[src/rtl/tuart_tx.sv]
// tuart_tx: 8N1 UART transmitter with registered tx_o/rdy_o.
// Define TUART_XONXOFF_EN to let xon_i/xoff_i pause new frames; otherwise they are ignored.
module tuart_tx #(
  parameter int CLK_FREQ_HZ    = 100_000_000,
  parameter int BAUD           = 115_200,
  parameter int CYCLES_PER_BIT = CLK_FREQ_HZ / BAUD
) (
  input  logic       clk_i,
  input  logic       rst_in,
  input  logic [7:0] data_i,
  input  logic       stb_i,
  output logic       rdy_o,
  output logic       tx_o,
  input  logic       xon_i,
  input  logic       xoff_i
);
  localparam int CW = $clog2(CYCLES_PER_BIT);
  localparam logic [CW-1:0] BAUD_MAX = CW'(CYCLES_PER_BIT - 1);
  typedef enum logic [1:0] {IDLE, START, DATA, STOP} state_t;
  state_t state_q, state_d;
  logic [7:0] sh_q, sh_d;
  logic [2:0] bit_q, bit_d;
  logic [CW-1:0] baud_q, baud_d;
  logic tx_q, tx_d, rdy_q, rdy_d, paused_q, paused_d;
  logic baud_end, accept;
`ifdef TUART_XONXOFF_EN
  assign paused_d = xon_i ? 1'b0 : xoff_i ? 1'b1 : paused_q;
`else
  logic unused_fc;
  assign unused_fc = xon_i ^ xoff_i;
  assign paused_d  = 1'b0;
`endif
  assign baud_end = baud_q == BAUD_MAX;
  // The edge that ends STOP may already accept the next byte, so frames run back-to-back.
  assign accept = stb_i && (rdy_q || (state_q == STOP && baud_end && !paused_q));
  always_comb begin
    state_d = state_q;
    sh_d    = sh_q;
    bit_d   = bit_q;
    tx_d    = tx_q;
    baud_d  = (state_q == IDLE || baud_end) ? '0 : baud_q + 1'b1;
    case (state_q)
      START: if (baud_end) begin
        state_d = DATA;
        tx_d    = sh_q[0];
      end
      DATA: if (baud_end) begin
        bit_d   = bit_q + 1'b1;
        sh_d    = sh_q >> 1;
        tx_d    = bit_q == 3'd7 ? 1'b1 : sh_q[1];
        state_d = bit_q == 3'd7 ? STOP : DATA;
      end
      STOP: if (baud_end) state_d = IDLE;
      default: ;
    endcase
    if (accept) begin
      state_d = START;
      sh_d    = data_i;
      bit_d   = '0;
      tx_d    = 1'b0;
    end
    rdy_d = state_d == IDLE && !paused_d;
  end
  always_ff @(posedge clk_i or negedge rst_in) begin
    if (!rst_in) begin
      state_q  <= IDLE;
      sh_q     <= '0;
      bit_q    <= '0;
      baud_q   <= '0;
      tx_q     <= 1'b1;
      rdy_q    <= 1'b1;
      paused_q <= 1'b0;
    end else begin
      state_q  <= state_d;
      sh_q     <= sh_d;
      bit_q    <= bit_d;
      baud_q   <= baud_d;
      tx_q     <= tx_d;
      rdy_q    <= rdy_d;
      paused_q <= paused_d;
    end
  end
  assign tx_o  = tx_q;
  assign rdy_o = rdy_q;
endmodule

[config.mk]
export PLATFORM = sky130hd
export DESIGN_NAME = tuart_tx
export DESIGN_NICKNAME = d
export VERILOG_FILES = /design/src/rtl/tuart_tx.sv
export SDC_FILE = /design/constraint.sdc
export NUM_CORES = 1
export LEC_CHECK = 0
export CAP_MARGIN = 20
export CORE_UTILIZATION = 42
export CTS_CLUSTER_DIAMETER = 60
export DETAILED_ROUTE_END_ITERATION = 10
export PLACE_DENSITY = 0.61
export SETUP_SLACK_MARGIN = 0.4
export SLEW_MARGIN = 40
export SYNTH_ARGS = -nofsm -noshare
export SYNTH_HDL_FRONTEND = slang
export SYNTH_SLANG_ARGS = --single-unit
[constraint.sdc]
create_clock -name clk_i -period 3.7 [get_ports clk_i]
set_clock_uncertainty 0.2 [all_clocks]
set_input_delay 0.74 -clock clk_i [delete_from_list [all_inputs] [get_ports clk_i]]
set_output_delay 0.74 -clock clk_i [all_outputs]
set_load 0.005 [all_outputs]
==> summary.txt, run 1 <==
Setup path
  – Critical-path cell list: ha_1 -> or4b_4 -> nor4b_4 -> buf_4 -> mux2i_1 -> o21ai_1
  – Crit path launch type: flop
  – Crit path capture type: flop
  – R2r endpoint: sh_q[2]$_DFFE_PN0P_
  – WS Path Type: flop to flop
  – Crit path DAT: between 2 and 3 ns
  – Worst reg-to-reg setup slack: ~1.2 ns
  – Reg2reg start: baud_q[0]$_DFF_PN0_
  – Worst R2R Path Depth: 6
  – Worst Path Max Fanout: 6
  – Critical Path RT: roughly 3.7 ns
  – Crit path largest cell delay: ~0.53 ns
  – CP max-delay cell: or4b_4

Clocking
  – Root buffer cell: clkbuf_4
  – Hold-fix buffers at CTS: 0
  – Skew-Pair Late Insertion Delay: approximately 0.32 ns
  – Postcts setup bufs: 0
  – Worst-path clk slew: roughly 0.13 ns
  – # resized after CTS: 0
  – Num CTS Buffers: 3
  – H-tree depth: 1
  – Clock Sinks: 25
  – CTS tree: done
  – CTS Buffer Depth: 2

Die
  – Die area: approximately 3200 um2
  – Die width: around 57 um
  – Num rows: 19
  – I/O pin count: 15
  – Initial Utilization: between 40% and 50%
  – Die Ht: about 57 um
  – Core box area: between 2000 and 3000 um2

Synth
  – Mapped Cells: about 120
  – Avg Cell Area, Syn: roughly 11 um2
  – Synth top area cells: dfrtp_1 46%, mux2i_1 7.2%, xor2_1 4.9%
  – Syn. warnings: 0
  – Most frequent cell after synthesis: dfrtp_1
  – Async S/R FF share, synth: between 90% and 100%
  – Largest area contributor in the netlist: dfrtp_1
  – Yosys cell types: 32
  – Most used DFF post-synth: dfrtp_1
  – Post-synthesis sequential area ratio: roughly half
  – Synth top cells by count: 23 x dfrtp_1, 16 x nor2_1, 12 x nand2_1
  – FF+latch count, synth: 25
  – Synth Cell Area: ~1300 um2
  – Top cell type's share of synthesized area: 45.73%
  – Synthesized Nets: ~130
  – Post-synth EDFFs: 0

Power
  – Pleak: approximately 0.64 nW
  – VDD IR max: a little over 0.3 mV
  – Pwr/cell area: approximately 510 nW/um2

Final layout
  – Number of fill cells in the layout: around 270
  – Post-route cell area: 1425 um2
  – Diodes inserted: 0
  – Area of the multi-input gates: around 580 um2
  – Layout Nets: between 100 and 150
  – Fraction of layout cells with a size suffix above 1: 11.54%
  – Register Area: 628.1 um2
  – Synth-to-layout area growth: 13.22%

Detailed routing
  – Antenna-violating nets left: 0
  – Total iterations of the first detailed-routing run: 7
  – Residual DRC: 2
  – Vias per cell: approximately 5.1
  – WL per Instance: 12.29 um
  – DR iter-0 viols: 17
  – Vias: ~820
  – WL final: slightly below 2000 um

Timing
  – Max Freq: 394.5 MHz
  – Setup TNS Final: 0 ns
  – RSZ-0062 raised after global routing: false
  – Final period utilization: between 60 and 70%
  – Slew HR: between 60% and 70%
  – Min Tclk post-route: about 2.5 ns
  – Final Hold Viols: 0
  – Worst-Margin Slew: a little over 0.5 ns
  – Final setup viols: 0
  – Final Max Tran Viols: 0

Outcome
  – Outcome: complete, but fails checks
  – Failing checks: DRC

Min path
  – Class of the worst hold path: flop to flop
  – Worst hold path stage count: 1
  – Hold Path Sink: baud_q[0]$_DFF_PN0_
  – HP Start: baud_q[0]$_DFF_PN0_

Placed design
  – Gpl congestion: around 0.74
  – IO buf count: 12
  – Dpl cell area: between 1000 and 1500 um2
  – Detailed-placement wirelength estimate: around 1400 um

Global route
  – Initial antenna violation count: 0
  – Vias in the first global route: ~800
  – Grt ovf: 0
  – Largest net degree at the start of global routing: 26
  – GRT Overall Usage: 14.47%
  – First-pass GRT wire length: 3581 um

Run
  – Max-cap violation count: 0
[sequential cells by signal (all words and copies together) (netlist names)]
signal and cells:
rdy_o 1, baud_q 10, state_q 2, tx_o 1, sh_q 8, bit_q 3
[per-stage QoR]
step	hold WS (ns)	total power, mW	worst slack [ns]	utilization, %	instances
floorplan	0.2444	0.5689	1.569	-	116
global placement	0.2672	0.6071	1.113	49.55	156
detailed placement	0.2778	0.6184	1.168	49.82	157
CTS	0.2958	0.7420	1.168	50.80	161
global route	0.3301	0.7889	1.040	50.80	161
finish	0.2949	0.7297	1.165	50.80	161
[cells by family after synthesis]
family | synth area share [%]
AND/OR/NAND/NOR | 19.38
flip-flops | 49.90
multiplexers | 7.157
AO/OA/AOI/OAI | 8.649
XOR/XNOR | 7.654
buffers and inverters | 4.273
adder cells (fa/ha/maj) | 2.982
[worst max-delay path, delay by kind of cell, from the launching register on]
kind	cells	cell delay (ns)
AND/OR/NAND/NOR	2	1.06
flip-flops	1	0.41
buffers and inverters	1	0.27
adder cells (fa/ha/maj)	1	0.22
multiplexers	1	0.20
AO/OA/AOI/OAI	1	0.07
[power breakdown]
part,internal [mW],switching (mW)
Combinational,0.0969,0.0848
Clock,0.0405,0.0810
Sequential,0.358,0.0688
Total,0.495,0.235
[area by class of cell]
| type | instances | share of cell area, % |
|---|---|---|
| clock buffers | 3 | 1.580 |
| clock inverters | 1 | 0.3512 |
| inverters | 3 | 0.7902 |
| multi-input cells | 83 | 40.47 |
| flip-flops and latches | 25 | 44.07 |
| well taps | 31 | 2.722 |
| repair buffers | 15 | 10.01 |
[layer usage]
metal | track usage, % | vias up | routed length, um
li1 | - | 425 | -
met1 | 19.73 | 374 | 1003
met2 | 22.45 | 13 | 878
met3 | 2.765 | 4 | 69
met4 | 6.272 | 0 | 27
met5 | 0 | - | 0
[cell usage in the layout (no fill, tap or decap), types with 2 or more instances in the layout]
| cell type | n |
|---|---|
| nand3_1 | 5 |
| xnor2_1 | 4 |
| buf_4 | 3 |
| a21oi_1 | 2 |
| inv_1 | 3 |
| mux2i_1 | 9 |
| nand4_1 | 2 |
| ha_1 | 3 |
| nand2_1 | 12 |
| dfrtp_1 | 23 |
| clkbuf_4 | 3 |
| and3_1 | 2 |
| clkdlybuf4s50_1 | 12 |
| xor2_1 | 7 |
| o21ai_1 | 6 |
| nor2_1 | 16 |
| dfstp_2 | 2 |
[how the worst max path moves through the flow]
stage / startpoint / to / slack (ns) / cells past startpoint
finish: baud_q[0]$_DFF_PN0_ / sh_q[2]$_DFFE_PN0P_ / 1.17 / 6
global route: baud_q[0]$_DFF_PN0_ / sh_q[2]$_DFFE_PN0P_ / 1.04 / 6
CTS: baud_q[0]$_DFF_PN0_ / sh_q[2]$_DFFE_PN0P_ / 1.17 / 6
detailed placement: baud_q[0]$_DFF_PN0_ / sh_q[2]$_DFFE_PN0P_ / 1.17 / 6
global placement: baud_q[0]$_DFF_PN0_ / sh_q[5]$_DFFE_PN0P_ / 1.11 / 5
floorplan: baud_q[4]$_DFF_PN0_ / sh_q[0]$_DFFE_PN0P_ / 1.57 / 6
Note: power is estimated with default switching activity, not from simulation.
==> run 2, diff against run 1 <==
==> constraint.sdc (replaced) <==
create_clock -name clk_i -period 2.5 [get_ports clk_i]
set_clock_uncertainty 0.2 [all_clocks]
set_input_delay 0.5 -clock clk_i [delete_from_list [all_inputs] [get_ports clk_i]]
set_output_delay 0.5 -clock clk_i [all_outputs]
set_load 0.005 [all_outputs]
==> summary.txt, run 2 (synthesis gave the netlist of run 1 again) <==
Timing
  – Min Tclk post-route: 2.148 ns (was 2.535 ns)
  – RSZ-0062 raised after global routing: true (was false)
  – Worst-Margin Slew: 0.3691 ns (was 0.5173 ns)
  – Max Freq: 465.7 MHz (was 394.5 MHz)
  – Hold WS: 0.3335 ns (was 0.2949 ns)
  – Final period utilization: 85.90% (was 68.51%)
  – Final setup viols: 0 (unchanged)
  – Final Max Tran Viols: 0 (unchanged)
  – Setup TNS Final: 0 ns (unchanged)
  – Final Hold Viols: 0 (unchanged)
  – Post-route setup slack: 0.3525 ns (was 1.165 ns)
  – Slew HR: 75.17% (was 65.37%)

Global route
  – GRT Overall Usage: 15.75% (was 14.47%)
  – Grt ovf: 0 (unchanged)
  – First-pass GRT wire length: 3912 um (was 3581 um)
  – Largest net degree at the start of global routing: 26 (unchanged)
  – Initial antenna violation count: 0 (unchanged)
  – Vias in the first global route: 900 (was 797)

Detailed routing
  – WL per Instance: 13.09 um (was 12.29 um)
  – DR iter-0 viols: 25 (was 17)
  – WL final: 2199 um (was 1979 um)
  – Antenna-violating nets left: 0 (unchanged)
  – Vias: 883 (was 816)
  – Total iterations of the first detailed-routing run: 7 (unchanged)
  – Residual DRC: 2 (unchanged)
  – Vias per cell: 5.256 (was 5.068)

Power
  – Pwr/cell area: 760.2 nW/um2 (was 512.0 nW/um2)
  – Pleak: 0.6922 nW (was 0.6412 nW)
  – VDD IR max: 0.5208 mV (was 0.3117 mV)

Die
  – Num rows: 19 (unchanged)
  – Core box area: 2805 um2 (unchanged)
  – I/O pin count: 15 (unchanged)
  – Die width: 56.75 um (unchanged)
  – Initial Utilization: 44.87% (unchanged)
  – Die area: 3220 um2 (unchanged)
  – Die Ht: 56.75 um (unchanged)

Final layout
  – Non-filler instance count after layout: 168 (was 161)
  – Synth-to-layout area growth: 19.28% (was 13.22%)
  – Diodes inserted: 0 (unchanged)
  – Area of the multi-input gates: 586.8 um2 (was 576.8 um2)
  – Largest reg by FF count: baud_q (unchanged)
  – Layout Nets: 154 (was 147)
  – Post-route cell area: 1501 um2 (was 1425 um2)
  – Commonest non-fill, non-tap cell in the layout: dfrtp_1 (unchanged)
  – Top Registers: baud_q x10, sh_q x8, bit_q x3 (unchanged)
  – Commonest cells after routing, fill and taps aside: 22 x dfrtp_1, 16 x nor2_1, 12 x nand2_1, 11 x clkdlybuf4s50_1, 9 x mux2i_1 (was 23 x dfrtp_1, 16 x nor2_1, 12 x nand2_1, 12 x clkdlybuf4s50_1, 9 x mux2i_1)
  – Register Area: 629.4 um2 (was 628.1 um2)
  – Fraction of layout cells with a size suffix above 1: 17.52% (was 11.54%)
  – Number of fill cells in the layout: 279 (was 265)
  – Max reg flops: 10 (unchanged)

Outcome
  – Failing checks: DRC (unchanged)
  – Outcome: complete, but fails checks (unchanged)

Setup path
  – Crit path capture type: flop (unchanged)
  – Crit path DAT: 2.15 ns (was 2.55 ns)
  – Critical-path cell list: ha_2 -> or4b_4 -> nor3_2 -> nor2_1 -> a311o_1 (was ha_1 -> or4b_4 -> nor4b_4 -> buf_4 -> mux2i_1 -> o21ai_1)
  – Worst Path Max Fanout: 6 (unchanged)
  – Critical Path RT: 2.50 ns (was 3.71 ns)
  – CP max-delay cell: or4b_4 (unchanged)
  – Crit path buffers/inverters: 0 (was 1)
  – Crit path launch type: flop (unchanged)
  – WS Path Type: flop to flop (unchanged)
  – CP delay by family, top: simple AND/OR/NAND/NOR gates (unchanged)
  – Crit path largest cell delay: 0.52 ns (was 0.53 ns)

Clocking
  – Skew-Pair Late Insertion Delay: 0.31 ns (was 0.32 ns)
  – H-tree depth: 1 (unchanged)
  – Clock Sinks: 25 (unchanged)
  – Num CTS Buffers: 3 (unchanged)
  – CTS Buffer Depth: 2 (unchanged)
  – Worst-path clk slew: 0.13 ns (about the same)
  – CTS tree: done (unchanged)
  – Root buffer cell: clkbuf_4 (unchanged)

Run
  – Max-cap violation count: 0 (unchanged)

Placed design
  – Detailed-placement wirelength estimate: 1458 um (was 1432 um)
  – Placed cells: 157 (unchanged)
  – IO buf count: 12 (unchanged)
  – Dpl cell area: 1398 um2 (unchanged)
  – DP Worst Slack: 0.2104 ns (was 1.168 ns)
  – Gpl congestion: 0.7838 (was 0.7421)

Min path
  – Class of the worst hold path: input pin to async pin (was flop to flop)
## run 2: path summary, 6_finish.rpt
| kind | start | end | slack (ns) | cells past startpoint |
|---|---|---|---|---|
| max | baud_q[0]$_DFF_PN0_ | state_q[0]$_DFF_PN0_ | 0.35 | 5 |
| max reg2reg | baud_q[0]$_DFF_PN0_ | state_q[0]$_DFF_PN0_ | 0.35 | 5 |
| max in group asynchronous | rst_in | tx_o$_DFFE_PN1P_ | 1.47 | 2 |
| min reg2reg | sh_q[7]$_DFFE_PN0P_ | sh_q[7]$_DFFE_PN0P_ | 0.34 | 2 |
| min in group clk_i | sh_q[7]$_DFFE_PN0P_ | sh_q[7]$_DFFE_PN0P_ | 0.34 | 2 |
| min | rst_in | sh_q[7]$_DFFE_PN0P_ | 0.33 | 2 |
## run 2: stage by stage
stage | total power, mW | utilization, %
global placement | 0.9016 | 49.82
finish | 1.141 | 53.52
detailed placement | 0.9170 | 49.82
CTS | 1.147 | 53.03
floorplan | 0.8411 | -
global route | 1.236 | 53.52
## run 2: layer usage
layer	share of wire (%)	GRT usage [%]
met2	47	27.21
met3	3.6	2.995
met1	48	19.32
met4	1.5	6.272
met5	0	0
## run 2: final cells by class
| cell class | count | share of cell area (%) |
|---|---|---|
| clock buffers | 4 | 1.750 |
| inverters | 3 | 0.7500 |
| multi-input cells | 83 | 39.08 |
| flip-flops and latches | 25 | 41.92 |
| well taps | 31 | 2.583 |
| repair buffers | 22 | 13.92 |
## run 2: what timing repair did
| item | CTS | global route |
|---|---|---|
| pin swaps | 2 | 1 |
| cloned | 1 | 1 |
| setup buffers | 5 | 0 |
| endpoints found under the setup margin | 24 | 25 |
| resized for setup | 8 | 4 |
| hold buffers | 0 | 0 |
## run 2: power breakdown
group	switching (mW)	leakage (nW)	internal, mW
Clock	0.113	0.0150	0.0623
Combinational	0.159	0.364	0.186
Sequential	0.0901	0.313	0.531
Total	0.363	0.692	0.779
==> run 3, diff against run 2 <==
--- a/config.mk
+++ b/config.mk
@@ -5,7 +5,6 @@
 export SDC_FILE = /design/constraint.sdc
 export NUM_CORES = 1
 export LEC_CHECK = 0
-export CAP_MARGIN = 20
 export CORE_UTILIZATION = 42
 export CTS_CLUSTER_DIAMETER = 60
 export DETAILED_ROUTE_END_ITERATION = 10
==> results of run 3 <==
The final DEF is identical to that of run 2; final timing and power are the same.
